### src/rtl/axi_interconnect_crossbar_sreq_route_if.sv
`default_nettype none
// ============================================================================
// Module      : axi_interconnect_crossbar_sreq_route_if
// Description : Bundle of the source request, target request and ordering
//               queue signals seen by one source-side request router.
// Revision    : 1.0 - initial release
// ============================================================================
interface axi_interconnect_crossbar_sreq_route_if #(
  parameter int NUM_TARGET    = 4,
  parameter int WIDTH_ID      = 4,
  parameter int WIDTH_SRC     = 2,
  parameter int WIDTH_ADDR    = 32,
  parameter int WIDTH_REQINFO = 48
);
  // Upstream source request
  logic [WIDTH_ADDR-1:0]                      s_req_addr;
  logic [WIDTH_ID-1:0]                        s_req_id;
  logic [WIDTH_REQINFO-1:0]                   s_req_info;
  logic                                       s_req_valid;
  logic                                       s_req_ready;
  // Downstream target lanes (payload shared, valid one-hot)
  logic [WIDTH_ADDR-1:0]                      m_req_addr;
  logic [WIDTH_ID-1:0]                        m_req_id;
  logic [WIDTH_REQINFO-1:0]                   m_req_info;
  logic [NUM_TARGET-1:0]                      m_req_valid;
  logic [NUM_TARGET-1:0]                      m_req_ready;
  // Response-ordering queue push and status
  logic                                       req_wren;
  logic [NUM_TARGET+WIDTH_ID+WIDTH_SRC:0]     req_id;
  logic                                       resp_done;
  logic [4:0]                                 ost_cnt;
  logic                                       dec_err;

  // Router side
  modport master (
    input  s_req_addr, s_req_id, s_req_info, s_req_valid,
    output s_req_ready,
    output m_req_addr, m_req_id, m_req_info, m_req_valid,
    input  m_req_ready,
    output req_wren, req_id,
    input  resp_done,
    output ost_cnt, dec_err
  );

  // Environment side (source, targets, response arbiter)
  modport slave (
    output s_req_addr, s_req_id, s_req_info, s_req_valid,
    input  s_req_ready,
    input  m_req_addr, m_req_id, m_req_info, m_req_valid,
    output m_req_ready,
    input  req_wren, req_id,
    output resp_done,
    input  ost_cnt, dec_err
  );
endinterface
`default_nettype wire

### src/rtl/axi_interconnect_crossbar_sreq_route.sv
`default_nettype none
// ============================================================================
// Module      : axi_interconnect_crossbar_sreq_route
// Description : Request-side router for one crossbar source port. Decodes the
//               request address to a target lane, forwards the request with a
//               one-hot valid, pushes an ordering entry per issued request and
//               limits the number of outstanding transactions.
// Revision    : 1.0 - initial release
// ============================================================================
module axi_interconnect_crossbar_sreq_route #(
  parameter int                              NUM_TARGET      = 4,
  parameter int                              WIDTH_ID        = 4,
  parameter int                              WIDTH_SRC       = 2,
  parameter int                              SRC_INDEX       = 0,
  parameter int                              WIDTH_ADDR      = 32,
  parameter int                              WIDTH_REQINFO   = 48,
  parameter int                              NUM_OUTSTANDING = 4,
  parameter logic [NUM_TARGET*WIDTH_ADDR-1:0] ADDR_BASE      = '0,
  parameter logic [NUM_TARGET*WIDTH_ADDR-1:0] ADDR_MASK      = '0,
  parameter int                              U_DLY           = 1
) (
  input  wire logic                          clk_sys,
  input  wire logic                          rst,
  axi_interconnect_crossbar_sreq_route_if.master bus
);

  localparam logic [WIDTH_SRC-1:0] c_src_index = WIDTH_SRC'(SRC_INDEX);
  localparam logic [4:0]           c_max_ost   = 5'(NUM_OUTSTANDING);

  // Reject parameter sets outside the supported range at elaboration
  if (NUM_TARGET < 1 || NUM_TARGET > 4 || NUM_OUTSTANDING < 1 ||
      NUM_OUTSTANDING > 16 || U_DLY < 0) begin : g_param_check
    $error("axi_interconnect_crossbar_sreq_route: parameter out of range");
  end

  typedef enum logic [1:0] {
    ST_IDLE  = 2'd0,
    ST_ISSUE = 2'd1,
    ST_ERR   = 2'd2
  } state_t;

  state_t                     r_state;
  logic [WIDTH_ADDR-1:0]      r_addr;
  logic [WIDTH_ID-1:0]        r_id;
  logic [WIDTH_REQINFO-1:0]   r_info;
  logic [NUM_TARGET-1:0]      r_onehot;
  logic                       r_err;
  logic [4:0]                 r_ost_cnt;

  logic [NUM_TARGET-1:0]      w_dec_onehot;
  logic                       w_dec_err;
  logic                       w_blocked;
  logic [NUM_TARGET-1:0]      w_lane_valid;
  logic                       w_issue_hs;
  logic                       w_err_push;
  logic                       w_wren;

  // Address decode: scan from the top so the lowest matching index wins
  always_comb begin
    w_dec_onehot = '0;
    w_dec_err    = 1'b1;
    for (int i = NUM_TARGET - 1; i >= 0; i--) begin
      if ((bus.s_req_addr & ADDR_MASK[i*WIDTH_ADDR +: WIDTH_ADDR]) ==
          ADDR_BASE[i*WIDTH_ADDR +: WIDTH_ADDR]) begin
        w_dec_onehot    = '0;
        w_dec_onehot[i] = 1'b1;
        w_dec_err       = 1'b0;
      end
    end
  end

  // Blocking uses the registered count, so a same-cycle resp_done cannot unblock
  assign w_blocked    = (r_ost_cnt == c_max_ost);
  assign w_lane_valid = ((r_state == ST_ISSUE) && !w_blocked) ? r_onehot : '0;
  assign w_issue_hs   = |(w_lane_valid & bus.m_req_ready);
  assign w_err_push   = (r_state == ST_ERR) && !w_blocked;
  assign w_wren       = w_issue_hs || w_err_push;

  assign bus.s_req_ready = (r_state == ST_IDLE);
  assign bus.m_req_addr  = r_addr;
  assign bus.m_req_id    = r_id;
  assign bus.m_req_info  = r_info;
  assign bus.m_req_valid = w_lane_valid;
  assign bus.req_wren    = w_wren;
  assign bus.req_id      = {r_err, r_onehot, r_id, c_src_index};
  assign bus.ost_cnt     = r_ost_cnt;
  assign bus.dec_err     = w_err_push;

  // Request FSM: capture on accept, hold until issued or error entry pushed
  always_ff @(posedge clk_sys or posedge rst) begin
    if (rst) begin
      r_state  <= ST_IDLE;
      r_addr   <= '0;
      r_id     <= '0;
      r_info   <= '0;
      r_onehot <= '0;
      r_err    <= 1'b0;
    end else begin
      case (r_state)
        ST_IDLE: begin
          if (bus.s_req_valid) begin
            r_addr   <= bus.s_req_addr;
            r_id     <= bus.s_req_id;
            r_info   <= bus.s_req_info;
            r_onehot <= w_dec_onehot;
            r_err    <= w_dec_err;
            r_state  <= w_dec_err ? ST_ERR : ST_ISSUE;
          end
        end
        ST_ISSUE: begin
          if (w_issue_hs) begin
            r_state <= ST_IDLE;
          end
        end
        ST_ERR: begin
          if (w_err_push) begin
            r_state <= ST_IDLE;
          end
        end
        default: r_state <= ST_IDLE;
      endcase
    end
  end

  // Outstanding counter: +1 per queue push, -1 per completed response, floor at 0
  always_ff @(posedge clk_sys or posedge rst) begin
    if (rst) begin
      r_ost_cnt <= '0;
    end else begin
      case ({w_wren, bus.resp_done})
        2'b10:   r_ost_cnt <= r_ost_cnt + 5'd1;
        2'b01:   if (r_ost_cnt != 5'd0) r_ost_cnt <= r_ost_cnt - 5'd1;
        default: r_ost_cnt <= r_ost_cnt;
      endcase
    end
  end

endmodule
`default_nettype wire

### src/flat_wrapper.sv
// flat-port wrapper written by rule: the top's interface ports become plain ports
module axi_interconnect_crossbar_sreq_route_flat 
#(
  parameter int                              NUM_TARGET      = 4,
  parameter int                              WIDTH_ID        = 4,
  parameter int                              WIDTH_SRC       = 2,
  parameter int                              SRC_INDEX       = 0,
  parameter int                              WIDTH_ADDR      = 32,
  parameter int                              WIDTH_REQINFO   = 48,
  parameter int                              NUM_OUTSTANDING = 4,
  parameter logic [NUM_TARGET*WIDTH_ADDR-1:0] ADDR_BASE      = '0,
  parameter logic [NUM_TARGET*WIDTH_ADDR-1:0] ADDR_MASK      = '0,
  parameter int                              U_DLY           = 1
)
  (clk_sys, rst, bus_s_req_addr, bus_s_req_id, bus_s_req_info, bus_s_req_valid, bus_s_req_ready, bus_m_req_addr, bus_m_req_id, bus_m_req_info, bus_m_req_valid, bus_m_req_ready, bus_req_wren, bus_req_id, bus_resp_done, bus_ost_cnt, bus_dec_err);
  axi_interconnect_crossbar_sreq_route_if #(.NUM_TARGET(NUM_TARGET), .WIDTH_ID(WIDTH_ID), .WIDTH_SRC(WIDTH_SRC), .WIDTH_ADDR(WIDTH_ADDR), .WIDTH_REQINFO(WIDTH_REQINFO)) bus_i ();
  input  wire logic clk_sys;
  input  wire logic rst;
  input wire logic [$bits(bus_i.s_req_addr)-1:0] bus_s_req_addr;
  input wire logic [$bits(bus_i.s_req_id)-1:0] bus_s_req_id;
  input wire logic [$bits(bus_i.s_req_info)-1:0] bus_s_req_info;
  input wire logic [$bits(bus_i.s_req_valid)-1:0] bus_s_req_valid;
  output wire logic [$bits(bus_i.s_req_ready)-1:0] bus_s_req_ready;
  output wire logic [$bits(bus_i.m_req_addr)-1:0] bus_m_req_addr;
  output wire logic [$bits(bus_i.m_req_id)-1:0] bus_m_req_id;
  output wire logic [$bits(bus_i.m_req_info)-1:0] bus_m_req_info;
  output wire logic [$bits(bus_i.m_req_valid)-1:0] bus_m_req_valid;
  input wire logic [$bits(bus_i.m_req_ready)-1:0] bus_m_req_ready;
  output wire logic [$bits(bus_i.req_wren)-1:0] bus_req_wren;
  output wire logic [$bits(bus_i.req_id)-1:0] bus_req_id;
  input wire logic [$bits(bus_i.resp_done)-1:0] bus_resp_done;
  output wire logic [$bits(bus_i.ost_cnt)-1:0] bus_ost_cnt;
  output wire logic [$bits(bus_i.dec_err)-1:0] bus_dec_err;
  assign bus_i.s_req_addr = bus_s_req_addr;
  assign bus_i.s_req_id = bus_s_req_id;
  assign bus_i.s_req_info = bus_s_req_info;
  assign bus_i.s_req_valid = bus_s_req_valid;
  assign bus_s_req_ready = bus_i.s_req_ready;
  assign bus_m_req_addr = bus_i.m_req_addr;
  assign bus_m_req_id = bus_i.m_req_id;
  assign bus_m_req_info = bus_i.m_req_info;
  assign bus_m_req_valid = bus_i.m_req_valid;
  assign bus_i.m_req_ready = bus_m_req_ready;
  assign bus_req_wren = bus_i.req_wren;
  assign bus_req_id = bus_i.req_id;
  assign bus_i.resp_done = bus_resp_done;
  assign bus_ost_cnt = bus_i.ost_cnt;
  assign bus_dec_err = bus_i.dec_err;
  axi_interconnect_crossbar_sreq_route #(.NUM_TARGET(NUM_TARGET), .WIDTH_ID(WIDTH_ID), .WIDTH_SRC(WIDTH_SRC), .SRC_INDEX(SRC_INDEX), .WIDTH_ADDR(WIDTH_ADDR), .WIDTH_REQINFO(WIDTH_REQINFO), .NUM_OUTSTANDING(NUM_OUTSTANDING), .ADDR_BASE(ADDR_BASE), .ADDR_MASK(ADDR_MASK), .U_DLY(U_DLY)) u_core (.clk_sys(clk_sys), .rst(rst), .bus(bus_i));
endmodule
### config.mk
export PLATFORM = sky130hd
export DESIGN_NAME = axi_interconnect_crossbar_sreq_route_flat
export DESIGN_NICKNAME = d
export VERILOG_FILES = /design/src/rtl/axi_interconnect_crossbar_sreq_route_if.sv /design/src/rtl/axi_interconnect_crossbar_sreq_route.sv /design/src/flat_wrapper.sv
export SDC_FILE = /design/constraint.sdc
export NUM_CORES = 1
export LEC_CHECK = 0
export ABC_AREA = 1
export BUFFER_PORTS_ARGS = -buffer_cell sky130_fd_sc_hd__buf_4
export CAP_MARGIN = 30
export CORE_MARGIN = 4
export CORE_UTILIZATION = 46
export DETAILED_ROUTE_END_ITERATION = 6
export PLACE_DENSITY_LB_ADDON = 0.15
export SETUP_SLACK_MARGIN = 0.2
export SLEW_MARGIN = 5
export SYNTH_ARGS = -nofsm -noshare
export SYNTH_HDL_FRONTEND = slang
export SYNTH_SLANG_ARGS = --single-unit
### constraint.sdc
create_clock -name clk_sys -period 3.65 [get_ports clk_sys]
set_input_delay 0.5475 -clock clk_sys [delete_from_list [all_inputs] [get_ports clk_sys]]
set_output_delay 0.5475 -clock clk_sys [all_outputs]
set_load 0.02 [all_outputs]
### Yosys cells after proc, flatten, opt, wreduce, memory -nomap -nowiden

Index checks and enable logic that the tools add are counted.

* register bits after elaboration: 92
* bits of input ports: 92
* output and inout port bits: 107
* logic and storage cells: 36

* $add $sub $neg: 2
* equal/unequal tests: 9
* muxes and demuxes: 7
* bitwise logic cells: 1
* reduce and logical (&&, ||, !) cells: 11

Operators with widths (count)
* 5-bit one-hot mux with 2 select lines: 1
* 2-bit two-way mux: 3
* 2-bit by 1-bit inequality test with 1-bit output (second input constant): 3
* 2-bit one-hot mux with 3 select lines: 1
* 5-bit by 1-bit adder with 5-bit output (second input constant): 1
* 5-bit by 3-bit == test with 1-bit output (second input constant): 1
* 5-bit two-way mux: 1
* 5-bit nonzero test: 1
* 5-bit by 1-bit subtractor with 5-bit output (second input constant): 1
* 4-bit bitwise AND: 1
* 2-bit by 1-bit == test with 1-bit output (second input constant): 2
* 2-bit == test (second input constant): 2
* 2-bit AND reduction: 2
* 4-bit OR reduction: 1
* 3-bit AND reduction: 1
* 1-bit logical AND: 2
* 2-bit logical NOT: 1
* 2-bit inequality test (second input constant): 1
* 2-bit nonzero test: 1
* 1-bit logical NOT: 1
* 1-bit logical OR: 1
* 1-bit two-way mux: 1

### Longest topological paths before layout

* depth after elaboration: 10
* mapped depth: 14
* mapped depth without buffers: 14

### Least setup slack after synthesis

Ideal clock, no wire load.

* path kind: register -> register
* from: reg u_core.r_ost_cnt[0] (netlist: u_core.bus.ost_cnt[0])
* to: reg u_core.r_ost_cnt[4] (netlist: u_core.bus.ost_cnt[4])
* library setup time: 0.117 ns
* data arrival time: 1.910 ns
* required time: 3.533 ns
* slack: 1.623 ns
* cell stages (with the launch flop): 15
* buffers on the path: 0
* clock period less this slack: 2.027 ns
* cell sequence: dfrtp_1 > nor2_1 > nand3_2 > nand3_4 > nand2_1 > inv_1 > fa_1 > nand2_1 > nand2_1 > a21oi_1 > inv_1 > nand3_1 > nand3_1 > nand2_1 > nand2_1

* word-level cells in the longest chain between the ends: 10
* elaborated cells between the ends (all ways): 18
* classes of those cells: add/sub: 2; eq/ne: 4; mux: 3; bitwise: 1; reduce/logical: 8

Ends and longest elaborated chain
* start, declared: line axi_interconnect_crossbar_sreq_route.sv:48 `logic [4:0] r_ost_cnt;`
* start signal, assigned: line axi_interconnect_crossbar_sreq_route.sv:131 `2'b10: r_ost_cnt <= r_ost_cnt + 5'd1;`
* start signal, assigned: line axi_interconnect_crossbar_sreq_route.sv:132 `2'b01: if (r_ost_cnt != 5'd0) r_ost_cnt <= r_ost_cnt - 5'd1;`
* start signal, assigned: line axi_interconnect_crossbar_sreq_route.sv:133 `default: r_ost_cnt <= r_ost_cnt;`
* 5-bit by 3-bit == test with 1-bit output: line axi_interconnect_crossbar_sreq_route.sv:73 `assign w_blocked = (r_ost_cnt == c_max_ost);`
* 1-bit logical NOT: line axi_interconnect_crossbar_sreq_route.sv:74, axi_interconnect_crossbar_sreq_route.sv:76
* 1-bit logical AND: line axi_interconnect_crossbar_sreq_route.sv:74 `assign w_lane_valid = ((r_state == ST_ISSUE) && !w_blocked) ? r_onehot : '0;`
* 1-bit two-way mux: line axi_interconnect_crossbar_sreq_route.sv:74
* 4-bit bitwise AND: line axi_interconnect_crossbar_sreq_route.sv:75 `assign w_issue_hs = |(w_lane_valid & bus.m_req_ready);`
* 4-bit OR reduction: line axi_interconnect_crossbar_sreq_route.sv:75
* 1-bit logical OR: line axi_interconnect_crossbar_sreq_route.sv:77 `assign w_wren = w_issue_hs || w_err_push;`
* 2-bit by 1-bit == test with 1-bit output / 2-bit == test (equally long branches): line axi_interconnect_crossbar_sreq_route.sv:130 `case ({w_wren, bus.resp_done})`
* 2-bit by 1-bit inequality test with 1-bit output (no line) / 2-bit nonzero test (equally long branches)
* 2-bit AND reduction (no line)

Several ways; a longest one is shown, not always the timed one. The select of a mux whose other input is x is not followed.
A chain may end at the register's enable or synchronous reset.

### Worst setup path in the final report

* from: reg u_core.r_ost_cnt[1] (netlist: u_core.bus.ost_cnt[1])
* to: reg u_core.r_ost_cnt[4] (netlist: u_core.bus.ost_cnt[4])

Same word-level chain as after synthesis.

==> metrics.md <==
| Metric | Value |
|---|---|
| Status | `finished clean` |
| Measured slew at the worst slew-check pin | `0.768 ns` |
| Worst reg2reg setup slack | `1.49 ns` |
| Post-synth EDFFs | `0` |
| GPL Wtd Cong | `0.761` |
| Setup ws final | `between 1 and 1.5 ns` |
| Int Power | `2960 uW` |
| Post-route ant nets | `0` |
| Register share of total power | `36.0%` |
| Vias in the first global route | `2723` |
| CP Max Fanout | `5` |
| Largest net degree at the start of global routing | `between 40 and 50` |
| Vias per Instance | `4.67` |
| TritonRoute pass-1 iters | `4` |
| PortBufs | `between 150 and 200` |
| Overall power | `~4600 uW` |
| Detailed Route Iter0 Violations | `56` |
| Synthesized area per cell | `around 16 um2` |
| Sw frac | `35.4%` |
| Fin area | `roughly 0.0056 mm2` |
| # setup viols final | `0` |
| Initial antenna violation count | `0` |
| Diode count | `0` |
| Die area | `0.0101 mm2` |
| Worst Path Required | `3.88 ns` |
| Initial core utilization | `between 40% and 50%` |
| Die Span X | `about 100 um` |
| Synth unique cells | `24` |
| FF-to-FF Start | `u_core.bus.ost_cnt[1]` |
| PwrDens | `roughly 830 mW/mm2` |
| Hold-fix buffers, CTS | `0` |
| Worst Hold Class | `in -> async` |
| Asr flop ratio synth | `100%` |
| Share of layout cells above drive strength 1 | `between 60% and 70%` |
| First-pass GRT wire length | `around 13 mm` |
| Worst VDD drop | `about 0.00039 V` |
| CORE AREA | `roughly 0.0083 mm2` |
| Die span in y | `100 um` |
| Max Root-Sink Buffers | `2` |
| Post-synth top cells | `91 x dfrtp_1, 49 x mux2_4, 35 x mux2_2` |
| Clock slew at reported path FFs | `around 0.090 ns` |
| Crit end category | `flop` |
| Hold Violations, Final | `0` |
| Final TNS setup | `0 ns` |
| Top_reg_cell synth | `dfrtp_1` |
| Setup crit start kind | `flop` |
| Fillcell total | `between 600 and 700` |
| Yosys top cell area share | `between 50% and 60%` |
| Area grow syn2layout | `42.0%` |
| Root buf cell | `clkbuf_8` |
| Post-CTS Setup Bufs | `0` |
| Global route total overflow | `0` |
| Max_slew headroom | `48.8%` |
| CP startpoint | `u_core.bus.ost_cnt[1]` |
| Highest Clock Rate | `463 MHz` |
| Final wirelength | `8.50 mm` |
| Vias | `2543` |
| Arrival time worst endpoint | `between 2 and 2.5 ns` |
| Drt drc | `0` |
| I/O Pins | `about 200` |
| Clock latency on the worst-skew pair | `between 0.3 and 0.4 ns` |
| Clock buffer count from CTS | `9` |
| Post-Route Skew | `between 0.01 and 0.015 ns` |
| Clk network pwr share | `about 17%` |
| Top-count cell post-synth | `dfrtp_1` |
| Placed inst area | `0.00533 mm2` |
| Tcrit/Tclk final | `59.2%` |
| P_sw | `approximately 1600 uW` |
| Crit path kind | `reg -> reg` |
| Lkg Pwr | `0.00290 uW` |
| Pins Over Slew Limit | `0` |
| Post-CTS sizing | `0` |
| H-tree Lvls | `3` |
| Comb pwr share | `~47%` |
| CTS tree | `done` |
| Mapped Area | `slightly below 0.004 mm2` |
| WL per Instance | `15.6 um` |
| Pre-CTS worst setup slack | `between 1.5 and 2 ns` |
| DP HPWL | `between 6 and 7 mm` |
| Top cells by area, synth | `dfrtp_1 58%, mux2_4 19%, mux2_2 10%` |
| FF+latch count, synth | `91` |
| Cells after synthesis | `about 250` |
| Total GRT Usage | `about 17%` |
| Largest area contributor in the netlist | `dfrtp_1` |
| Seq/Total Area, Yosys | `58.2%` |
| Unrepaired setup endpoints after global routing | `false` |
| Clock Sinks | `91` |
| Max-Cap Viols | `0` |
| Nets | `about 530` |
| Final Util | `67.3%` |
| Final min period | `approximately 2.2 ns` |
| Syn. warnings | `0` |
| # rows | `33` |
registers in the layout (all words and copies together), names as in the netlist:
name,cells
u_core.bus.m_req_id,4
u_core.r_onehot,1
u_core.bus.ost_cnt,5
u_core.r_state,1
u_core.bus.m_req_info,48
u_core.bus.m_req_addr,32
worst paths after layout:
kind                                        endpoint  cells past startpoint
setup / recovery               u_core.bus.ost_cnt[4]                     14
hold / removal                 u_core.bus.ost_cnt[0]                      2
setup reg to reg               u_core.bus.ost_cnt[4]                     14
hold reg to reg             u_core.bus.m_req_addr[8]                      1
max in group asynchronous  u_core.bus.m_req_addr[10]                      3
min in group clk_sys       u_core.bus.m_req_info[31]                      2
layout make-up:
class                           count  area, um2  share of cell area (%)
Sequential cell                    91       2280                    41.0
Multi-Input combinational cell    134       1440                    25.9
Timing Repair Buffer              187       1430                    25.7
Tap cell                          105        131                    2.36
Clock buffer                       10        128                    2.30
Clock inverter                      5        103                    1.85
Inverter                           13       50.0                   0.900
critical path: stages, from the launching register on:
cell     delay [ns]
dfrtp_1        0.45
nor2_1         0.18
nand3_2        0.13
nand3_4        0.12
nand2_1        0.08
inv_1          0.13
ha_1           0.29
nand2_1        0.09
nand2_1        0.06
a21oi_1        0.16
inv_1          0.06
nand3_1        0.08
nand3_1        0.09
nand2_1        0.07
nand2_1        0.05
routing by layer:
metal  wire, um  GRT usage (%)
met4        200           7.77
met5          0              0
met1       3190           19.0
met2       4350           28.4
met3        753           5.63
metrics by stage:
stage / instances / hold WS [ns]
global route: 545 / 0.354
floorplan: 261 / 0.497
detailed placement: 530 / 0.493
finish: 545 / 0.313
CTS: 545 / 0.331
global placement: 530 / 0.482
logic make-up (layout without fill, tap and decap cells):
kind of cell	count (synthesis)	after routing	share of synthesized area, %
other cells	1	10	0.0958
mux	84	84	28.9
simple gates	30	30	4.41
fa+ha+maj	4	4	1.47
compound gates	4	4	0.511
flops	91	91	58.2
buf+inv	36	215	6.04
xor+xnor	2	2	0.448
cell usage in the layout (no fill, tap or decap), drive strengths merged, types with 3 or more instances in the layout:
master and n:
buf 187, dfrtp 91, mux2 84, nand2 14, inv 12, conb 10, clkbuf 10, nand3 10
nor2 3, ha 3, bufinv 3
power by group through the flow:
stage / clock (uW) / sequential, uW / combinational, uW
detailed placement: 0 / 1670 / 2180
global route: 853 / 1710 / 2270
finish: 787 / 1650 / 2150
CTS: 807 / 1660 / 2180
global placement: 0 / 1650 / 2150
floorplan: 0 / 2150 / 819
Power figures use the tool's default switching activity.
